## src/rtl/mips_pkg.sv

```systemverilog
// Shared encodings for the MIPS fetch-stage redirect logic.
package mips_pkg;

    typedef enum logic [2:0] {
        BOP_NONE = 3'b000,
        BOP_BEQ  = 3'b001,
        BOP_BNE  = 3'b010,
        BOP_BLEZ = 3'b011,
        BOP_BGTZ = 3'b100,
        BOP_BLTZ = 3'b101,
        BOP_BGEZ = 3'b110
    } bop_e;

    typedef enum logic [1:0] {
        JMP_NONE = 2'b00,
        JMP_J    = 2'b01,
        JMP_JR   = 2'b10
    } jump_e;

    typedef enum logic {
        RUN  = 1'b0,
        HOLD = 1'b1
    } pc_state_e;

    localparam logic [31:0] RESET_PC_DEFAULT = 32'h0000_0000;

endpackage

```

## src/rtl/br_cond.sv

```systemverilog
// Branch condition evaluator; signed compares of rs against rt or zero.
module br_cond
    import mips_pkg::*;
(
    input  logic [2:0]  bop,
    input  logic [31:0] rs,
    input  logic [31:0] rt,
    output logic        taken
);

    logic rs_neg;
    logic rs_zero;

    assign rs_neg  = rs[31];
    assign rs_zero = (rs == 32'd0);

    always_comb begin
        taken = 1'b0;
        case (bop)
            BOP_BEQ:  taken = (rs == rt);
            BOP_BNE:  taken = (rs != rt);
            BOP_BLEZ: taken = rs_neg | rs_zero;
            BOP_BGTZ: taken = !rs_neg && !rs_zero;
            BOP_BLTZ: taken = rs_neg;
            BOP_BGEZ: taken = !rs_neg;
            default:  taken = 1'b0;
        endcase
    end

endmodule

```

## src/rtl/if_pc_redirect.sv

```systemverilog
// Fetch PC register with branch/jump resolution and a one-entry pending
// redirect buffer that holds a taken target across a fetch stall.
//
//   state | meaning
//   RUN   | normal fetch; PC advances or takes redirect when unstalled
//   HOLD  | taken target captured during stall; loads it on release
module if_pc_redirect
    import mips_pkg::*;
#(
    parameter logic [31:0] RESET_PC = RESET_PC_DEFAULT
) (
    input  logic        i_clk,
    input  logic        i_rst_n,
    input  logic        i_stall,
    input  logic        i_id_valid,
    input  logic [2:0]  i_con_bop,
    input  logic [1:0]  i_con_jump,
    input  logic [31:0] i_id_pc,
    input  logic [15:0] i_id_imm,
    input  logic [25:0] i_id_jidx,
    input  logic [31:0] i_rs_data,
    input  logic [31:0] i_rt_data,
    output logic [31:0] o_pc,
    output logic        o_redirect,
    output logic        o_pending,
    output logic        o_addr_err
);

    pc_state_e   state, state_next;
    logic [31:0] pc_next;
    logic [31:0] pend_target, pend_target_next;
    logic        pend_err, pend_err_next;
    logic        redirect_next, addr_err_next;

    logic        cond_taken, is_j, is_jr, take, jr_err;
    logic [31:0] pc_plus4_id, br_target, j_target, jr_target, target;

    br_cond u_br_cond (
        .bop   (i_con_bop),
        .rs    (i_rs_data),
        .rt    (i_rt_data),
        .taken (cond_taken)
    );

    assign is_j        = (i_con_jump == JMP_J);
    assign is_jr       = (i_con_jump == JMP_JR);
    assign take        = i_id_valid & (is_j | is_jr | cond_taken);
    assign jr_err      = is_jr & (i_rs_data[1:0] != 2'b00);
    assign pc_plus4_id = i_id_pc + 32'd4;
    assign br_target   = pc_plus4_id + {{14{i_id_imm[15]}}, i_id_imm, 2'b00};
    assign j_target    = {pc_plus4_id[31:28], i_id_jidx, 2'b00};
    assign jr_target   = {i_rs_data[31:2], 2'b00};
    assign target      = is_j ? j_target : (is_jr ? jr_target : br_target);

    always_comb begin
        state_next       = state;
        pc_next          = o_pc;
        pend_target_next = pend_target;
        pend_err_next    = pend_err;
        redirect_next    = 1'b0;
        addr_err_next    = 1'b0;
        case (state)
            RUN: begin
                if (!i_stall) begin
                    if (take) begin
                        pc_next       = target;
                        redirect_next = 1'b1;
                        addr_err_next = jr_err;
                    end else begin
                        pc_next = o_pc + 32'd4;
                    end
                end else if (take) begin
                    pend_target_next = target;
                    pend_err_next    = jr_err;
                    state_next       = HOLD;
                end
            end
            HOLD: begin
                // ID inputs are ignored here: the stalled instruction is the
                // one already captured, and the pending target always wins.
                if (!i_stall) begin
                    pc_next       = pend_target;
                    redirect_next = 1'b1;
                    addr_err_next = pend_err;
                    state_next    = RUN;
                end
            end
            default: state_next = RUN;
        endcase
    end

    always_ff @(posedge i_clk) begin
        if (!i_rst_n) begin
            state       <= RUN;
            o_pc        <= RESET_PC;
            pend_target <= 32'd0;
            pend_err    <= 1'b0;
            o_redirect  <= 1'b0;
            o_addr_err  <= 1'b0;
        end else begin
            state       <= state_next;
            o_pc        <= pc_next;
            pend_target <= pend_target_next;
            pend_err    <= pend_err_next;
            o_redirect  <= redirect_next;
            o_addr_err  <= addr_err_next;
        end
    end

    assign o_pending = (state == HOLD);

endmodule

```

## config.mk

```make
export PLATFORM = sky130hd
export DESIGN_NAME = if_pc_redirect
export DESIGN_NICKNAME = d
export VERILOG_FILES = /design/src/rtl/mips_pkg.sv /design/src/rtl/br_cond.sv /design/src/rtl/if_pc_redirect.sv
export SDC_FILE = /design/constraint.sdc
export NUM_CORES = 1
export LEC_CHECK = 0
export BUFFER_PORTS_ARGS = -buffer_cell sky130_fd_sc_hd__buf_2
export CAP_MARGIN = 20
export CORE_UTILIZATION = 30
export DETAILED_ROUTE_END_ITERATION = 10
export PLACE_DENSITY = 0.51
export SYNTH_ARGS = -nofsm -noshare
export SYNTH_HDL_FRONTEND = slang
export SYNTH_SLANG_ARGS = --single-unit
```

## constraint.sdc

```tcl
create_clock -name i_clk -period 8.9 [get_ports i_clk]
set_clock_uncertainty 0.1 [all_clocks]
set_input_delay 0 -clock i_clk [delete_from_list [all_inputs] [get_ports i_clk]]
set_output_delay 0 -clock i_clk [all_outputs]
set_load 0.05 [all_outputs]
```

==> results.json <==
{
  "netlist_area_sq_um": 6960,
  "path_cells": "buf_2, nor4_1, nand4_1, or4b_1, a31oi_1, or3_1, nand3_1, buf_4, a211o_1, a21oi_1",
  "diodes": 0,
  "antenna_found_initial": 0,
  "drive_gt1_frac": 0.201,
  "grt_max_degree": 50,
  "clock_sinks": 68,
  "syn_area_per_cell_sq_um": 7.21,
  "cts_made_buffers": 9,
  "fin_setup_tns_ns": 0,
  "max_stage_delay_ns": 0.63,
  "die_h_microns": 154,
  "io_buffers": 181,
  "viasPerCell": 5.64,
  "clockRootBuffer": "clkbuf_16",
  "synthFlopType": "dfxtp_1",
  "dp_hpwl_microns": 22400,
  "relSlewSlack": 0.446,
  "routed_wirelength_microns": 27900,
  "grtUsageTotal": 0.232,
  "post_drt_wl_per_cell_microns": 19.8,
  "synth_edf_count": 0,
  "path_class": "primary input to flip-flop",
  "use_met3": 0.0339,
  "critPathSlowestCell": "nand3_1",
  "finalNonFillerCells": 1411,
  "synth.distinct_cells": 74,
  "synth_warnings": 0,
  "cp_max_fo": 23,
  "ioPinCount": 182,
  "p_total_mw": 1.19,
  "dieArea_sq_um": 23800,
  "met2_usage": 0.385,
  "multiInputGateArea_sq_um": 5300,
  "h-tree-depth": 3,
  "crit_start": "i_rs_data[22]",
  "worstSetupEndpointType": "flip-flop",
  "timing.final.crit_share": 0.397,
  "cp-start-kind": "primary input",
  "power_density_nw_per_um2": 141,
  "async_flop_share": 0,
  "ctsHoldBuffers": 3,
  "nFillCells": 2481,
  "stdcell_area_sq_um": 8450,
  "min_path_type": "primary input to flip-flop",
  "synthCells": 965,
  "grt_setup_unrepaired": "false",
  "grt_first_pass_wirelength_microns": 42500,
  "setup_viol": 0,
  "gp_congestion": 0.927,
  "placed_cells": 1393,
  "dr.pass1.iters": 5,
  "use_met1": 0.312,
  "start_util": 0.306,
  "top_usage_layer": "met2",
  "hold_slack_ns": 0.00264,
  "path_clk_slew_ns": 0.06,
  "required_ns": 9.07,
  "drv_slew": 0,
  "period_minus_slack_ns": 3.53,
  "hold_path.startpoint": "i_rst_n",
  "clk_latency_ns": 0.34,
  "yosysSeqAreaShare": 0.196,
  "ant_nets": 0,
  "vias": 7953,
  "post_cts_resized": 0,
  "path_buf_inv": 2,
  "ys_ff_latch": 68,
  "drv_cap": 0,
  "status": "finished clean",
  "reg2reg_from": "o_pc[2]",
  "max_freq_mhz": 283,
  "drt_iter0_drc": 531,
  "cts_tree": "done",
  "drcViolationCount": 0,
  "critPathTopFamily": "simple AND/OR/NAND/NOR gates",
  "area.sequential_sq_um": 1360,
  "finalHoldViolCount": 0,
  "worstPathArrival_ns": 3.70,
  "clk_path_buf_depth": 2,
  "ir_worst_vdd_mv": 0.0699,
  "tightestPinTransition_ns": 0.828,
  "placed_cell_area_sq_um": 8110,
  "area_delta_synth_final_pct": 21.4,
  "synth_nets": 1151,
  "grt_pass1_vias": 7425,
  "p_leak_nw": 3.48,
  "overflow": 0,
  "die_x_microns": 154,
  "num-nets-final": 1308,
  "post_cts_buffers": 0,
  "core_sq_um": 22700,
  "rows": 55
}
[worst paths after layout]
path | slack (ns) | endpoint | depth (start not counted)
max | 5.37 | pend_target[27] | 10
min | 0.003 | o_pc[0] | 3
max reg2reg | 5.85 | o_pc[22] | 9
min reg2reg | 0.35 | pend_target[17] | 2
[sequential cells by signal (all words and copies together) (netlist names)]
register	cells
pend_target	32
pend_err	1
o_pending	1
o_redirect	1
o_addr_err	1
o_pc	32
[layout by cell type, fill, tap and decap left out, types with 9 or more instances in the layout]
master       n
buf_2      181
nand2_1    103
a21oi_1     77
dfxtp_1     68
nor2_1      62
xnor2_1     61
o21ai_0     56
nor3_1      46
nand3_1     45
ha_1        38
inv_1       29
nand4_1     27
xor2_1      20
o22ai_1     16
mux2i_1     16
nor4_1      15
and3_1      15
a21o_1      15
nand2b_1    13
a31oi_1     13
a211oi_1    10
buf_4       10
o211ai_1     9
o21a_1       9
o31ai_1      9
or3_1        9
clkbuf_16    9
[worst min-delay path, delay by kind of cell]
| family | cells | cell delay (ns) |
|---|---|---|
| AOI/OAI and AO/OA | 2 | 0.16 |
| buffers and inverters | 1 | 0.23 |
[power breakdown]
group | internal, mW | switching [mW] | total, mW
Combinational | 0.165 | 0.301 | 0.466
Sequential | 0.330 | 0.0254 | 0.355
Clock | 0.239 | 0.133 | 0.372
[routing by layer]
layer | vias up | part of all wire | wire (microns)
met5 | - | 0 | 0
met4 | 0 | 0.023 | 633
met3 | 33 | 0.059 | 1640
met2 | 270 | 0.46 | 12800
met1 | 3740 | 0.46 | 12800
li1 | 3910 | - | -
[area by class of cell]
class / count / share of cell area
clock inverter: 1 / 0.00356
inverter: 31 / 0.0138
sequential: 68 / 0.161
tap: 285 / 0.0422
clock buffer: 14 / 0.0324
timing repair buffer: 194 / 0.120
multi-input combinational: 818 / 0.627
[synth_stat cells, drive strengths merged, types with 4 or more instances]
master,number,area (sq um)
a211oi,10,75.1
a21o,15,113
a21oi,78,394
a22o,8,70.1
a22oi,6,45.0
a31oi,13,81.3
and2,7,43.8
and3,15,93.8
and4,7,61.3
buf,13,57.6
clkbuf,35,131
dfxtp,68,1360
ha,38,475
inv,29,109
mux2,4,45.0
mux2i,16,160
nand2,103,387
nand2b,13,81.3
nand3,45,225
nand3b,7,52.6
nand4,27,169
nor2,63,239
nor2b,6,37.5
nor3,47,235
nor3b,8,60.1
nor4,16,106
o211ai,9,67.6
o21a,9,67.6
o21ai,59,295
o22ai,16,100
o311ai,6,52.6
o31ai,9,67.6
o41ai,5,43.8
or2,10,62.6
or3,9,56.3
xnor2,61,534
xor2,20,175
[stage by stage]
stage,worst slack [ns],utilization
global placement,5.11,0.357
CTS,5.44,0.372
global route,5.08,0.372
finish,5.37,0.372
floorplan,5.94,-
detailed placement,5.10,0.357
[cell families after synthesis]
group                    Yosys count  share of synthesized area
AO/OA/AOI/OAI                    287                      0.271
flip-flops                        68                      0.196
multiplexers                      20                     0.0295
XOR/XNOR                          82                      0.105
adder cells (fa/ha/maj)           39                     0.0712
AND/OR/NAND/NOR                  390                      0.284
buffers and inverters             79                     0.0439
No activity file was read; power rests on OpenSTA's default activity.
